[config.mk]
export PLATFORM = sky130hd
export DESIGN_NAME = tick_rate_gen
export DESIGN_NICKNAME = d
export VERILOG_FILES = /design/src/rtl/tick_rate_gen.sv
export SDC_FILE = /design/constraint.sdc
export NUM_CORES = 1
export LEC_CHECK = 0
export CAP_MARGIN = 30
export CELL_PAD_IN_SITES_DETAIL_PLACEMENT = 1
export CELL_PAD_IN_SITES_GLOBAL_PLACEMENT = 2
export CORE_AREA = 5 5 107 69
export CTS_CLUSTER_DIAMETER = 120
export DETAILED_ROUTE_END_ITERATION = 12
export DIE_AREA = 0 0 112 74
export GPL_TIMING_DRIVEN = 0
export PLACE_DENSITY_LB_ADDON = 0.08
export SLEW_MARGIN = 25
export SYNTH_ARGS = -nofsm -noshare
export SYNTH_HDL_FRONTEND = slang
export SYNTH_SLANG_ARGS = --single-unit
[constraint.sdc]
create_clock -name clock -period 2.32 [get_ports clock]
set_clock_uncertainty 0.2 [all_clocks]
set_input_delay 0.232 -clock clock [delete_from_list [all_inputs] [get_ports clock]]
set_output_delay 0.232 -clock clock [all_outputs]
set_load 0.02 [all_outputs]
[src/rtl/tick_rate_gen.sv]
// -----------------------------------------------------------------------------
// tick_rate_gen
//
// Upstream stage of the LED shift register. Turns raw board switches into a
// periodic one-cycle strobe plus a clean direction level. The strobe period is
// chosen from four programmable values by a 2-bit select code.
//
// Ports:
//   clock    - system clock, all logic on the rising edge
//   i_reset  - asynchronous, active-high reset
//   i_sw     - raw switches: [0] run enable, [2:1] period select, [3] direction
//   o_valid  - registered one-cycle strobe (feeds shift register i_valid)
//   o_dir    - direction level, 1 = shift left, 0 = shift right (feeds i_sw)
//   o_sel    - period select code currently in force
//
// Optional feature:
//   DEBOUNCE_EN - when defined, the synchronized direction switch passes through
//                 a debouncer. A new value reaches o_dir only after it has been
//                 stable for 2**NB_DEBOUNCE consecutive cycles. When undefined,
//                 o_dir is the synchronized direction registered once and
//                 NB_DEBOUNCE is unused.
// -----------------------------------------------------------------------------
module tick_rate_gen #(
   parameter int          NB_COUNTER  = 32,
   parameter int          NB_SW       = 4,
   parameter int unsigned LIMIT_REF0  = 2**20,
   parameter int unsigned LIMIT_REF1  = 2**22,
   parameter int unsigned LIMIT_REF2  = 2**24,
   parameter int unsigned LIMIT_REF3  = 2**26,
   parameter int          NB_DEBOUNCE = 16
) (
   input  logic             clock,
   input  logic             i_reset,
   input  logic [NB_SW-1:0] i_sw,
   output logic             o_valid,
   output logic             o_dir,
   output logic [1:0]       o_sel
);

   // Terminal count for each select code. The counter compares against
   // LIMIT-1 so the pulse spacing is exactly LIMIT cycles.
   localparam logic [NB_COUNTER-1:0] LIMIT0_M1 = NB_COUNTER'(LIMIT_REF0 - 1);
   localparam logic [NB_COUNTER-1:0] LIMIT1_M1 = NB_COUNTER'(LIMIT_REF1 - 1);
   localparam logic [NB_COUNTER-1:0] LIMIT2_M1 = NB_COUNTER'(LIMIT_REF2 - 1);
   localparam logic [NB_COUNTER-1:0] LIMIT3_M1 = NB_COUNTER'(LIMIT_REF3 - 1);

   // Elaboration-time guards on configurations the counter cannot honour.
   if (LIMIT_REF0 < 2 || LIMIT_REF1 < 2 || LIMIT_REF2 < 2 || LIMIT_REF3 < 2) begin : g_bad_limit
      $error("tick_rate_gen: every LIMIT_REFx must be at least 2");
   end
   if (NB_DEBOUNCE < 1) begin : g_bad_nb_debounce
      $error("tick_rate_gen: NB_DEBOUNCE must be at least 1");
   end

   logic [NB_SW-1:0]      sw_meta_q, sw_meta_d;
   logic [NB_SW-1:0]      sw_sync_q, sw_sync_d;
   logic                  en_s;
   logic                  dir_s;
   logic [1:0]            sel_s;

   logic [NB_COUNTER-1:0] cnt_q, cnt_d;
   logic [NB_COUNTER-1:0] limit_m1;
   logic                  valid_q, valid_d;
   logic [1:0]            sel_q, sel_d;
   logic                  dir_q, dir_d;

   // Two-flop synchronizer on every switch bit; nothing downstream looks at
   // the raw switches.
   always_comb begin
      sw_meta_d = i_sw;
      sw_sync_d = sw_meta_q;
   end

   always_ff @(posedge clock or posedge i_reset) begin
      if (i_reset) begin
         sw_meta_q <= '0;
         sw_sync_q <= '0;
      end else begin
         sw_meta_q <= sw_meta_d;
         sw_sync_q <= sw_sync_d;
      end
   end

   assign en_s  = sw_sync_q[0];
   assign sel_s = sw_sync_q[2:1];
   assign dir_s = sw_sync_q[3];

   // The period in force follows o_sel, not the live select switches, so a
   // select change while running cannot shorten or stretch the current period.
   always_comb begin
      limit_m1 = LIMIT0_M1;
      case (sel_q)
         2'd0: limit_m1 = LIMIT0_M1;
         2'd1: limit_m1 = LIMIT1_M1;
         2'd2: limit_m1 = LIMIT2_M1;
         2'd3: limit_m1 = LIMIT3_M1;
         default: limit_m1 = LIMIT0_M1;
      endcase
   end

   // Period counter. While paused the count is frozen and the select code
   // tracks the switches directly; while running the select is only reloaded
   // at the terminal count. If enable drops on the terminal cycle the count
   // simply holds at LIMIT-1 and the pulse fires once enable returns.
   // The >= compare only matters if a pause-time select change leaves the
   // held count beyond the new terminal value: it then ends the period at
   // once instead of running the counter through its full range.
   always_comb begin
      cnt_d   = cnt_q;
      valid_d = 1'b0;
      sel_d   = sel_q;
      if (en_s) begin
         if (cnt_q >= limit_m1) begin
            cnt_d   = '0;
            valid_d = 1'b1;
            sel_d   = sel_s;
         end else begin
            cnt_d   = cnt_q + NB_COUNTER'(1);
         end
      end else begin
         sel_d = sel_s;
      end
   end

`ifdef DEBOUNCE_EN
   logic                   cand_q, cand_d;
   logic [NB_DEBOUNCE-1:0] db_cnt_q, db_cnt_d;

   // cand_q is the previous synchronized direction sample. db_cnt_q counts
   // how many further cycles it has stayed unchanged while differing from
   // o_dir; reaching all-ones means 2**NB_DEBOUNCE stable samples, so the
   // candidate is accepted. Any toggle, or agreement with o_dir, clears it.
   always_comb begin
      cand_d   = dir_s;
      db_cnt_d = '0;
      dir_d    = dir_q;
      if (cand_q != dir_q) begin
         if (db_cnt_q == '1) begin
            dir_d = cand_q;
         end else if (dir_s == cand_q) begin
            db_cnt_d = db_cnt_q + NB_DEBOUNCE'(1);
         end
      end
   end

   always_ff @(posedge clock or posedge i_reset) begin
      if (i_reset) begin
         cand_q   <= 1'b0;
         db_cnt_q <= '0;
      end else begin
         cand_q   <= cand_d;
         db_cnt_q <= db_cnt_d;
      end
   end
`else
   always_comb begin
      dir_d = dir_s;
   end
`endif

   // Output and counter state.
   always_ff @(posedge clock or posedge i_reset) begin
      if (i_reset) begin
         cnt_q   <= '0;
         valid_q <= 1'b0;
         sel_q   <= 2'd0;
         dir_q   <= 1'b0;
      end else begin
         cnt_q   <= cnt_d;
         valid_q <= valid_d;
         sel_q   <= sel_d;
         dir_q   <= dir_d;
      end
   end

   assign o_valid = valid_q;
   assign o_dir   = dir_q;
   assign o_sel   = sel_q;

endmodule

==> summary.txt <==
Clock network
  – Clk sink count: 44
  – Num CTS Buffers: 5
  – Clock Root Buffer: sky130_fd_sc_hd__clkbuf_8
  – Number of buffers inserted by hold repair at cts: 0
  – Insertion delay of the later-clocked pin in the worst-skew pair: 290 ps
  – Max Buffers Root-to-Sink: 2
  – Clock tree from TritonCTS: built
  – Depth of the CTS H-tree: 2
  – Clock transition at the registers of the reported paths: 90 ps

Routing
  – First DRT Iteration DRCs: 15
  – Per-cell routed wire length: 16.3 um
  – Vias: 1592
  – Total detailed-routing wirelength: 5.11 mm
  – Number of vias per cell: 5.09
  – Drt first pass iters: 4
  – Number of DRC violations after detailed routing: 0
  – Antenna-violating nets left: 0

Logic synthesis
  – Number of storage elements in the synthesis netlist: 44
  – Number of standard cells after synthesis: 203
  – Post-synth top cells: sky130_fd_sc_hd__dfrtp_1, sky130_fd_sc_hd__nor2_2, sky130_fd_sc_hd__nand4_1
  – Most used standard cell by instance count after synthesis: sky130_fd_sc_hd__dfrtp_1
  – Area share of the largest cell type after synthesis: 50.1%
  – Cell area after technology mapping: 2200 um2
  – Net count after synthesis: 214
  – Count of flip-flops with a built-in enable after synthesis: 0
  – Share of synthesized flip-flops with an asynchronous set or reset: 100%
  – Yosys top cell by area: sky130_fd_sc_hd__dfrtp_1
  – Number of unique standard cell types used by synthesis: 34
  – Number of warning messages in the yosys log: 0
  – Sequential area share after synthesis: 50.1%
  – Largest cells by area after synthesis: sky130_fd_sc_hd__dfrtp_1, sky130_fd_sc_hd__xor2_1, sky130_fd_sc_hd__nor2_2
  – Most used DFF post-synth: sky130_fd_sc_hd__dfrtp_1
  – Mean instance size in the synthesized netlist: 10.8 um2

Critical path
  – Maximum fanout along the worst path: 3
  – Critical path type: flop to flop
  – Number of cells traversed by the worst register-to-register path: 7
  – Required time of the worst setup path: 2300 ps
  – Launching point of the worst reg2reg path: o_sel[1]
  – Crit path capture: o_sel[1]
  – Signal arrival time at the worst endpoint: 2270 ps
  – Category of the worst setup path capture point: flop
  – Type of origin of the critical path: flop
  – Register-to-register path setup slack: 30 ps
  – Reg-to-Reg End: o_sel[1]
  – CP Launch Point: o_sel[1]

Place
  – Number of port buffers: 9
  – Half-perimeter wire length of the detailed placement result: 3.74 mm
  – Weighted congestion reported at the end of routability-driven placement: 0.724

Finish
  – Filler cells: 699
  – Reg area: 1100 um2
  – Area delta synth->final: 18.6%
  – Multi-input gate area: 1080 um2
  – Number of nets in the layout: 236
  – Diode insertion count for antenna repair: 0
  – Share of final-layout standard cells stronger than drive strength 1: 26.5%
  – Post-Route Utilization: 41.0%

Run status
  – Status: completed

STA
  – Smallest hold slack: 10.8 ps
  – Worst slew margin: 57.5%
  – Highest attainable clock frequency: 437 MHz
  – Slew at the pin closest to its max-slew limit: 635 ps
  – Final count of hold timing violations: 0
  – Fin Setup TNS: 0 ps
  – Unrepaired setup endpoints after global routing: true
  – Number of setup violations in the final report: 0
  – Final-report max-slew violation count: 0
  – Fin crit period: 2290 ps
  – Fraction of the cycle the final worst path needs: 98.7%

Floorplan
  – I/O Pins: 10
  – Area of the die: 8290 um2
  – Area of the core region: 6360 um2
  – Placement Rows: 23
  – Die Span X: 112 um
  – Die outline height: 74 um
  – Effective utilization at floorplan: 34.5%

Power
  – Cell Pwr Density: 612 nW/um2
  – Leakage component of the power: 1.15 nW
  – Worst ir drop on vdd: 0.365 mV
  – Power consumption: 1.60 mW

Global routing
  – Vias in the first global route: 1637
  – Largest net degree at the start of global routing: 33
  – First-pass GRT wire length: 8.61 mm
  – GR Util All Layers: 13.1%
  – Global route total overflow: 0
  – Initial antenna violation count: 0

Hold path
  – Hold crit path type: primary input to asynchronous set/reset pin

Flow run
  – Count of maximum capacitance violations: 0
-- layout by cell type, fill, tap and decap left out, types with 3 or more instances in the layout --
cell type / instances
sky130_fd_sc_hd__dfrtp_1: 42
sky130_fd_sc_hd__nor2_2: 26
sky130_fd_sc_hd__nand4_1: 21
sky130_fd_sc_hd__xor2_1: 20
sky130_fd_sc_hd__nor2_1: 12
sky130_fd_sc_hd__nand3_1: 10
sky130_fd_sc_hd__nand2_1: 9
sky130_fd_sc_hd__clkdlybuf4s50_1: 9
sky130_fd_sc_hd__xnor2_1: 8
sky130_fd_sc_hd__inv_1: 6
sky130_fd_sc_hd__and3_1: 6
sky130_fd_sc_hd__clkbuf_8: 6
sky130_fd_sc_hd__ha_1: 5
sky130_fd_sc_hd__o21ai_0: 4
sky130_fd_sc_hd__buf_4: 4
sky130_fd_sc_hd__nor3_4: 3
sky130_fd_sc_hd__and4_1: 3
-- how the worst min path moves through the flow --
| stage | start | end | slack, ps | cells after the start |
|---|---|---|---|---|
| after global routing | i_reset | cnt_q[28] | 20 | 2 |
| final | i_reset | cnt_q[29] | 10 | 2 |
| after global placement | sw_meta_q[1] | sw_sync_q[1] | 130 | 0 |
| after CTS | i_reset | cnt_q[28] | 20 | 2 |
| after floorplan | i_sw[0] | sw_meta_q[0] | 60 | 0 |
| after detailed placement | sw_meta_q[0] | sw_sync_q[0] | 140 | 0 |
-- cell families after synthesis --
family	count (synthesis)	share of synthesized area, %
DFF	44	50.1
AOI/OAI and AO/OA	10	3.08
and+or+nand+nor	103	28.9
xor gates and xnor gates	28	11.2
adders and majority gates	5	2.85
muxes	2	1.02
buffers and inverters	11	2.90
-- state kept, by name (all words and copies together), names as in the netlist --
signal / flops
sw_sync_q: 4
o_dir: 1
o_sel: 2
sw_meta_q: 4
cnt_q: 32
o_valid: 1
-- power breakdown --
part | total, mW | switching, mW | internal [mW]
clock | 0.513 | 0.270 | 0.243
sequential | 0.890 | 0.0645 | 0.825
combinational | 0.193 | 0.111 | 0.0824
-- critical path: stages, from the launching register on --
cell                      delay [ps]
sky130_fd_sc_hd__dfrtp_2         390
sky130_fd_sc_hd__nand2_1          80
sky130_fd_sc_hd__ha_1            320
sky130_fd_sc_hd__nand4_1         190
sky130_fd_sc_hd__nor3_1          250
sky130_fd_sc_hd__nand3_1         200
sky130_fd_sc_hd__nand4_1         200
sky130_fd_sc_hd__mux2_2          350
-- layer usage --
| layer | vias to the layer above | track usage [%] | part of all wire, % |
|---|---|---|---|
| li1 | 751 | - | - |
| met1 | 821 | 18.6 | 52 |
| met2 | 16 | 21.0 | 45 |
| met3 | 4 | 3.25 | 3.2 |
| met4 | 0 | 2.40 | 0.59 |
| met5 | - | 0 | 0 |
-- area by class of cell --
cell class	instances	share of cell area, %
sequential	44	42.3
multi-input combinational	148	41.3
timing repair buffer	15	5.81
tap	87	4.18
clock buffer	7	3.31
buffer	4	1.73
inverter	7	1.01
clock inverter	1	0.288
-- per-stage QoR --
step	area, um2	std cells	setup slack (ps)
global route	2610	313	-84.3
global placement	2420	299	-196
floorplan	2220	203	42.6
finish	2610	313	30.6
CTS	2570	312	10.5
detailed placement	2440	300	-151
-- timing repair --
action                     4_1_cts  5_1_grt
gates cloned                     1        0
setup buffers                    3        1
setup endpoints to repair       32       31
pin swaps                        4        0
resized for setup                3        5
Power figures use the tool's default switching activity.
